File: config.mk
export PLATFORM = sky130hd
export DESIGN_NAME = param_change_monitor
export DESIGN_NICKNAME = d
export VERILOG_FILES = /design/src/rtl/param_change_monitor.sv
export SDC_FILE = /design/constraint.sdc
export NUM_CORES = 1
export LEC_CHECK = 0
export BUFFER_PORTS_ARGS = -buffer_cell sky130_fd_sc_hd__buf_2
export CAP_MARGIN = 15
export CORE_MARGIN = 10
export CORE_UTILIZATION = 38
export CTS_CLUSTER_SIZE = 16
export DETAILED_ROUTE_END_ITERATION = 6
export PLACE_DENSITY = 0.58
export SLEW_MARGIN = 10
export SYNTH_ARGS = -nofsm -noshare
export SYNTH_HDL_FRONTEND = slang
export SYNTH_SLANG_ARGS = --single-unit
export TNS_END_PERCENT = 20
File: constraint.sdc
create_clock -name sys_clk -period 4.7 [get_ports sys_clk]
set_clock_uncertainty 0.2 [all_clocks]
set_input_delay 0.47 -clock sys_clk [delete_from_list [all_inputs] [get_ports sys_clk]]
set_output_delay 0.47 -clock sys_clk [all_outputs]
set_load 0.02 [all_outputs]
File: src/rtl/param_change_monitor.sv
// Multi-channel parameter-change detector: per-field change pulses, settle timer,
// and a held reload request handshake towards the waveform core.
module param_change_monitor #(
    parameter int NUM_CH     = 5,
    parameter int W          = 11,
    parameter int STABLE_CYC = 16
) (
    input  logic                  sys_clk,
    input  logic                  sys_rst_n,
    input  logic [NUM_CH*W-1:0]   param_bus,
    input  logic [NUM_CH-1:0]     ch_mask,
    input  logic                  reload_ack,
    output logic [NUM_CH-1:0]     change_pulse,
    output logic                  any_change,
    output logic                  reload_req,
    output logic [NUM_CH-1:0]     changed_ch,
    output logic                  busy
);

    localparam int CW = $clog2(STABLE_CYC + 1);
    localparam logic [CW-1:0] CNT_INIT = CW'(STABLE_CYC - 1);
    localparam logic [CW-1:0] CNT_ONE  = CW'(1);
    localparam logic [CW-1:0] CNT_ZERO = CW'(0);
    localparam logic [NUM_CH-1:0] CH_ZERO = {NUM_CH{1'b0}};

    typedef enum logic [1:0] {
        ST_IDLE   = 2'd0,
        ST_SETTLE = 2'd1,
        ST_REQ    = 2'd2
    } state_t;

    state_t                state_r, state_s;
    logic [CW-1:0]         cnt_r, cnt_s;
    logic [NUM_CH-1:0]     acc_r, acc_s;
    logic [NUM_CH-1:0]     pend_r, pend_s;
    logic                  req_s;
    logic [NUM_CH-1:0]     changed_s;
    logic [NUM_CH*W-1:0]   shadow_r;
    logic                  prime_r;
    logic [NUM_CH-1:0]     diff_s;
    logic [NUM_CH-1:0]     hit_s;

    // Per-channel compare of the live bus against last cycle's sample
    always_comb begin
        diff_s = CH_ZERO;
        for (int i = 0; i < NUM_CH; i++) begin
            diff_s[i] = (param_bus[i*W +: W] != shadow_r[i*W +: W]);
        end
    end

    assign hit_s      = change_pulse & ch_mask;
    assign any_change = |hit_s;
    assign busy       = (state_r != ST_IDLE);

    // Shadow sampling and change pulses; the first post-reset edge only primes
    always_ff @(posedge sys_clk) begin
        if (!sys_rst_n) begin
            shadow_r     <= {(NUM_CH*W){1'b0}};
            prime_r      <= 1'b1;
            change_pulse <= CH_ZERO;
        end else if (prime_r) begin
            shadow_r     <= param_bus;
            prime_r      <= 1'b0;
            change_pulse <= CH_ZERO;
        end else begin
            shadow_r     <= param_bus;
            prime_r      <= 1'b0;
            change_pulse <= diff_s;
        end
    end

    // Next-state and next-output logic for the settle/request handshake
    always_comb begin
        state_s   = state_r;
        cnt_s     = cnt_r;
        acc_s     = acc_r;
        pend_s    = pend_r;
        req_s     = reload_req;
        changed_s = changed_ch;
        case (state_r)
            ST_IDLE: begin
                if (|hit_s) begin
                    state_s = ST_SETTLE;
                    cnt_s   = CNT_INIT;
                    acc_s   = hit_s;
                end else begin
                    state_s = ST_IDLE;
                end
            end
            ST_SETTLE: begin
                if (|hit_s) begin
                    cnt_s = CNT_INIT;
                    acc_s = acc_r | hit_s;
                end else if (cnt_r != CNT_ZERO) begin
                    cnt_s = cnt_r - CNT_ONE;
                end else begin
                    state_s   = ST_REQ;
                    req_s     = 1'b1;
                    changed_s = acc_r;
                end
            end
            ST_REQ: begin
                // A change seen in the ack cycle folds straight into the next settle
                if (reload_ack) begin
                    req_s     = 1'b0;
                    changed_s = CH_ZERO;
                    pend_s    = CH_ZERO;
                    if (|(pend_r | hit_s)) begin
                        state_s = ST_SETTLE;
                        acc_s   = pend_r | hit_s;
                        cnt_s   = CNT_INIT;
                    end else begin
                        state_s = ST_IDLE;
                    end
                end else begin
                    pend_s = pend_r | hit_s;
                end
            end
            default: begin
                state_s   = ST_IDLE;
                cnt_s     = CNT_ZERO;
                acc_s     = CH_ZERO;
                pend_s    = CH_ZERO;
                req_s     = 1'b0;
                changed_s = CH_ZERO;
            end
        endcase
    end

    // State and handshake registers
    always_ff @(posedge sys_clk) begin
        if (!sys_rst_n) begin
            state_r    <= ST_IDLE;
            cnt_r      <= CNT_ZERO;
            acc_r      <= CH_ZERO;
            pend_r     <= CH_ZERO;
            reload_req <= 1'b0;
            changed_ch <= CH_ZERO;
        end else begin
            state_r    <= state_s;
            cnt_r      <= cnt_s;
            acc_r      <= acc_s;
            pend_r     <= pend_s;
            reload_req <= req_s;
            changed_ch <= changed_s;
        end
    end

endmodule

==> flow_summary.json, run 1 <==
{
  "fin_crit_sh_pct": 49.66,
  "r2r_setup_slack_ns": 2.48,
  "muxShareOfSynthArea_pct": 0.5780,
  "hpwl_mm": 5.759,
  "irDropWorstVdd_uv": 231.5,
  "cts_resized": 0,
  "drive_above_1_share_pct": 23.99,
  "slew_headroom_pct": 39.58,
  "hp-class": "input port to flop",
  "holdBufCountCts": 0,
  "min_period_ns": 2.334,
  "gp_congestion": 0.8366,
  "fmax_mhz": 428.5,
  "synth-adder-area-share_pct": 0.3613,
  "ant_nets": 0,
  "die_w_um": 115.5,
  "yosys.area.top_type": "dfxtp_1",
  "cts_made_buffers": 9,
  "cts_max_path_buffers": 2,
  "start_kind": "flop",
  "worst_hold_path.endpoint": "shadow_r[3]$_SDFF_PN0_",
  "cts_max_level": 3,
  "clk_pin_slew_worst_paths_ns": 0.09,
  "cts_num_sinks": 84,
  "finalHoldViolCount": 0,
  "crit_required_ns": 4.03,
  "rsz0062_at_grt": "false",
  "wl_per_cell_um": 14.47,
  "status": "finished, final reports clean",
  "path_class": "flop to output port",
  "stdcell_area_um2": 4108,
  "worstSkewPairLatency_ns": 0.35,
  "cts_setup_buffers": 0,
  "cellLeakagePower_nw": 1.852,
  "row_count": 34,
  "synth_area_per_cell_um2": 10.13,
  "synthArstFlopShare_pct": 0,
  "ios": 76,
  "synth_cell_types": 48,
  "worst-path-max-fanout": 23,
  "setup_violations": 0,
  "worstHoldStart": "param_bus[3]",
  "synthTopCellsByArea": "dfxtp_1, xor2_1, and2_1",
  "layout_commonest_cell": "dfxtp_1",
  "synthSimpleGateAreaFrac_pct": 19.40,
  "layout_setup_ws_ns": 2.366,
  "synth_edf_count": 0,
  "final.setup.tns_ns": 0,
  "synthXorXnorAreaFrac_pct": 14.16,
  "synth_top_family_by_area": "simple AND/OR/NAND/NOR gates",
  "firstDrtPassIters": 4,
  "worstHoldPathCells": 2,
  "start_util_pct": 39.33,
  "placed_area_um2": 3926,
  "syn_inst": 342,
  "num_vias": 2600,
  "finalMaxSlewViolations": 0,
  "dp_slack_ns": 1.990,
  "die_h_um": 115.5,
  "cts_tree": "built",
  "grt_overflow_total": 0,
  "nets": 480,
  "syn2layout_area_growth_pct": 18.61,
  "synth_nets": 406,
  "synth_top_cell_area_share_pct": 48.55,
  "dieArea_um2": 13330,
  "r2r_start": "state_r[1]$_SDFFE_PN0P_",
  "grt_usage_pct": 11.96,
  "diodes": 0,
  "rr_worst_depth": 4,
  "port_buffers": 75,
  "rr_endpoint": "pend_r[3]$_SDFFE_PN0N_",
  "grt_pass1_vias": 2689,
  "ys_ff_latch": 84,
  "grt_pass1_wl_mm": 12.81,
  "worst_setup_path_end_kind": "output port",
  "crit_arrival_ns": 1.66,
  "grt_start_max_net_pins": 67,
  "powerDensity_nw_per_um2": 371.6,
  "drc_errors": 0,
  "routed_via_density": 4.915,
  "core_um2": 8806,
  "yosys_most_used_dff": "dfxtp_1",
  "synth-compound-area-share_pct": 14.38,
  "tightest_slew_ns": 0.9063,
  "cap_violations": 0,
  "cts_root_buf": "clkbuf_8",
  "ys_seq_area_share_pct": 48.55,
  "ys_warn_count": 0,
  "p_total_mw": 1.526,
  "antenna_found_initial": 0,
  "drtIter0Drc": 93,
  "layout_common_cells": "dfxtp_1, buf_2, and2_1, xor2_1, nand2_1",
  "drt-total-wl_mm": 7.652,
  "synth_area_um2": 3463
}
[cells by family after synthesis]
group	after synthesis
simple gates	113
xor+xnor	56
buf+inv	22
flops	84
mux	2
compound gates	64
fa+ha+maj	1
[cell type report]
cell class | count | area (um^2)
multi-input combinational | 236 | 1693
tap | 108 | 135.1
fill | 878 | 4698
inverter | 9 | 33.78
clock buffer | 9 | 123.9
clock inverter | 7 | 57.56
sequential | 84 | 1682
timing repair buffer | 76 | 382.9
[Yosys cell counts, drive strengths merged (2+ instances only)]
| cell | instances |
|---|---|
| dfxtp | 84 |
| a22o | 5 |
| a32oi | 5 |
| a221oi | 3 |
| o211ai | 4 |
| nor4b | 2 |
| o221a | 3 |
| o31ai | 2 |
| a2bb2oi | 2 |
| and3 | 3 |
| nor2b | 4 |
| mux2i | 2 |
| a211oi | 2 |
| nor2 | 11 |
| a21oi | 9 |
| and2 | 55 |
| nand2 | 15 |
| nor3 | 8 |
| a31oi | 7 |
| a22oi | 4 |
| inv | 9 |
| nor4 | 10 |
| xor2 | 55 |
| o21ai | 11 |
| nand3 | 2 |
| buf | 4 |
| clkbuf | 9 |
[worst max path at each step]
stage | startpoint | endpoint | slack [ns]
after floorplan | ch_mask[1] | acc_r[3]$_SDFFE_PN0P_ | 2.85
after global placement | sys_rst_n | changed_ch[0]$_SDFFE_PN0P_ | 2.06
after detailed placement | sys_rst_n | changed_ch[3]$_SDFFE_PN0P_ | 1.99
after CTS | state_r[0]$_SDFFE_PN0P_ | busy | 2.37
after global routing | sys_rst_n | cnt_r[0]$_SDFFE_PN0P_ | 2.16
final | state_r[0]$_SDFFE_PN0P_ | busy | 2.37
[sequential cells by signal, indices dropped and copies added (netlist names)]
register and count:
shadow_r 55, acc_r 5, change_pulse 5, changed_ch 5, cnt_r 5, pend_r 5, state_r 2, prime_r 1
reload_req 1
[through the flow]
stage	instances	hold WS [ns]	util, %
floorplan	342	0.2516	-
global placement	513	0.2604	44.59
detailed placement	513	0.2691	44.59
CTS	529	0.1189	46.65
global route	529	0.1182	46.65
finish	529	0.1377	46.65
[layer usage]
layer | wire (um) | track usage [%] | vias to the layer above | part of all wire [%]
met3 | 539 | 4.806 | 5 | 7.0
met5 | 0 | 0 | - | 0
met1 | 3522 | 14.60 | 1195 | 46
met4 | 57 | 3.547 | 0 | 0.74
met2 | 3532 | 18.99 | 68 | 46
li1 | - | - | 1332 | -
[critical path, cell delays in order (launching register included)]
cell,delay [ns]
dfxtp_1,0.86
nor2_1,0.20
inv_1,0.09
buf_2,0.16
[where the power goes]
part / switching [mW] / internal (mW) / leakage, nW / total (mW)
registers: 0.0423 / 0.761 / 0.697 / 0.803
logic: 0.131 / 0.118 / 1.06 / 0.249
clock network: 0.274 / 0.201 / 0.0938 / 0.475
total: 0.447 / 1.08 / 1.85 / 1.53
No activity file was read; power rests on OpenSTA's default activity.
==> run 2, diff against run 1 <==
- ABC_AREA: default -> 1
- clock period: 4.7 -> 2.25 ns (I/O delays scaled with it)
==> run 2 against run 1 <==
Against the previous run:
- register-to-register slack got worse by 2.1 ns
- sequential cell count did not move
- worst hold slack got worse by 0.098 ns
- wire length rose by 7.0%
- first-iteration DRC count rose by 1.1%
- sequential power rose by 100%
- sequential share of layout area fell by 6.1 points
- final cell count rose by 36%
- die area rose by 2.4%
- global-route usage rose by 0.79 points
- final area rose by 18%
- critical path type unchanged
- largest cell class is now sequential cells
- highest routed layer unchanged
==> flow_summary.json, run 2 <==
{
  "yosys-top-cells-count": "nand2_1, dfxtp_1, inv_1, nor2_1, xnor2_1",
  "worstSkewPairLatency_ns": 0.35,
  "post-route-util_pct": 52.52,
  "synthTopCellsByArea": "dfxtp_1, nand2_1, xnor2_1",
  "synth_top_cell_area_share_pct": 47.19,
  "layout_common_cells": "nand2_1, dfxtp_1, inv_1, buf_2, dlygate4sd3_1",
  "core_um2": 9196,
  "dp_slack_ns": 0.3718,
  "ys_seq_area_share_pct": 47.19,
  "synth_edf_count": 0,
  "rsz0062_at_grt": "false",
  "cts_tree": "built",
  "yosys_most_used_dff": "dfxtp_1",
  "fmax_mhz": 495.2,
  "finalHoldViolCount": 0,
  "cap_violations": 0,
  "syn2layout_area_growth_pct": 35.53,
  "cts_max_level": 3,
  "largest_register_ffs": 55,
  "firstDrtPassIters": 4,
  "dieArea_um2": 13650,
  "gp_congestion": 0.8845,
  "row_count": 35,
  "path_class": "flop to output port",
  "layout_commonest_cell": "nand2_1",
  "min_period_ns": 2.019,
  "synth_area_um2": 3563,
  "grt_pass1_wl_mm": 13.95,
  "drtIter0Drc": 94,
  "synth_most_common_cell": "nand2_1",
  "clk_pin_slew_worst_paths_ns": 0.09,
  "die_h_um": 116.8,
  "num_vias": 3166,
  "synth_cell_types": 25,
  "layout_setup_ws_ns": 0.2308,
  "crit_arrival_ns": 1.59,
  "worst-path-max-fanout": 8,
  "drc_errors": 0,
  "final.setup.tns_ns": 0,
  "hp-class": "input port to flop",
  "slew_headroom_pct": 66.26,
  "hpwl_mm": 5.984,
  "irDropWorstVdd_uv": 362.9,
  "start_util_pct": 38.75,
  "synth_area_per_cell_um2": 7.550,
  "grt_usage_pct": 12.74,
  "crit_required_ns": 1.82,
  "cellLeakagePower_nw": 2.570,
  "die_w_um": 116.8,
  "ios": 76,
  "synth_nets": 536,
  "antenna_found_initial": 0,
  "powerDensity_nw_per_um2": 696.8,
  "cts_root_buf": "clkbuf_8",
  "status": "finished, final reports clean",
  "ys_ff_latch": 84,
  "grt_overflow_total": 0,
  "cts_num_sinks": 84,
  "routed_via_density": 4.385,
  "port_buffers": 75,
  "drt-total-wl_mm": 8.190,
  "start_kind": "flop",
  "grt_pass1_vias": 3214,
  "diodes": 0,
  "grt_start_max_net_pins": 37,
  "setup_violations": 0,
  "syn_inst": 472,
  "worst_setup_path_end_kind": "output port",
  "fin_crit_sh_pct": 89.74,
  "tightest_slew_ns": 0.5042,
  "synthArstFlopShare_pct": 0,
  "nets": 670,
  "ys_warn_count": 0,
  "fin_hold_ws_ns": 0.03980,
  "cts_made_buffers": 9,
  "cts_max_path_buffers": 2,
  "ant_nets": 0,
  "yosys.area.top_type": "dfxtp_1",
  "wl_per_cell_um": 11.34,
  "regMostFlops": "shadow_r",
  "finalMaxSlewViolations": 0,
  "drive_above_1_share_pct": 17.35
}
[run 2: changes by cell type in the layout (fill, tap and decap cells not counted), sizes merged, moves of 10 or more]
cell and change:
and2 -55, nor4 -10, nor2 +30, inv +73, xnor2 +36, xor2 -40
a21oi +10, nand2 +114, nand3 +19, dlygate4sd3 +55
[run 2: cells by family (layout without fill, tap and decap cells)]
kind of cell    Yosys count  count (layout)  synth area share [%]
flops                    84              84                 47.19
simple gates            209             209                 24.65
buf+inv                  94             233                 10.11
xor+xnor                 52              52                 12.78
compound gates           32              32                 4.916
fa+ha+maj                 1               1                0.3511
[run 2: where the power goes]
group,total [mW],internal [mW],switching (mW)
clock network,1.18,0.633,0.550
logic,0.553,0.268,0.285
registers,1.63,1.58,0.0538
[run 2: critical path, cell delays in order, from the launching register on]
cell     delay, ns
dfxtp_1       0.32
nand2_1       0.17
nand3_1       0.10
nor2_1        0.40
inv_1         0.07
buf_2         0.17
[run 2: path summary, 6_finish.rpt]
kind	cells past startpoint	slack [ns]	start	end
setup / recovery	5	0.23	change_pulse[1]$_SDFF_PP0_	any_change
hold / removal	2	0.04	sys_rst_n	prime_r$_DFF_P_
hold reg to reg	2	0.24	cnt_r[4]$_SDFFE_PN0P_	cnt_r[4]$_SDFFE_PN0P_
setup reg to reg	9	0.35	state_r[1]$_SDFFE_PN0P_	cnt_r[0]$_SDFFE_PN0P_
[run 2: metal layers]
layer  wire length, um  GRT usage, %  vias to the layer above
li1                  -             -                     1677
met1              3558         14.49                     1408
met2              3909         21.37                       70
met3               620         5.097                       11
met4               102         4.119                        0
met5                 0             0                        -
[run 2: final cells by class]
cell class / instances / area [um^2]
flip-flops and latches: 84 / 1682
repair buffers: 134 / 955.9
multi-input cells: 294 / 1521
fillers: 901 / 4367
clock buffers: 9 / 123.9
well taps: 111 / 138.9
clock inverters: 7 / 96.34
inverters: 83 / 311.5
[run 2: timing repair]
| item | CTS | global route |
|---|---|---|
| resized for setup | 0 | 0 |
| hold buffers | 55 | 0 |
| buffers inserted | 0 | 0 |
| endpoints found under the hold margin | 55 | 0 |
| endpoints found under the setup margin | 0 | 0 |
[run 2: through the flow]
step	std cells	power (mW)	cell area (um^2)
final	722	3.365	4830
after global routing	722	3.556	4830
after CTS	722	3.423	4830
after detailed placement	651	2.148	4059
after global placement	651	2.138	4059
after floorplan	472	1.984	3563
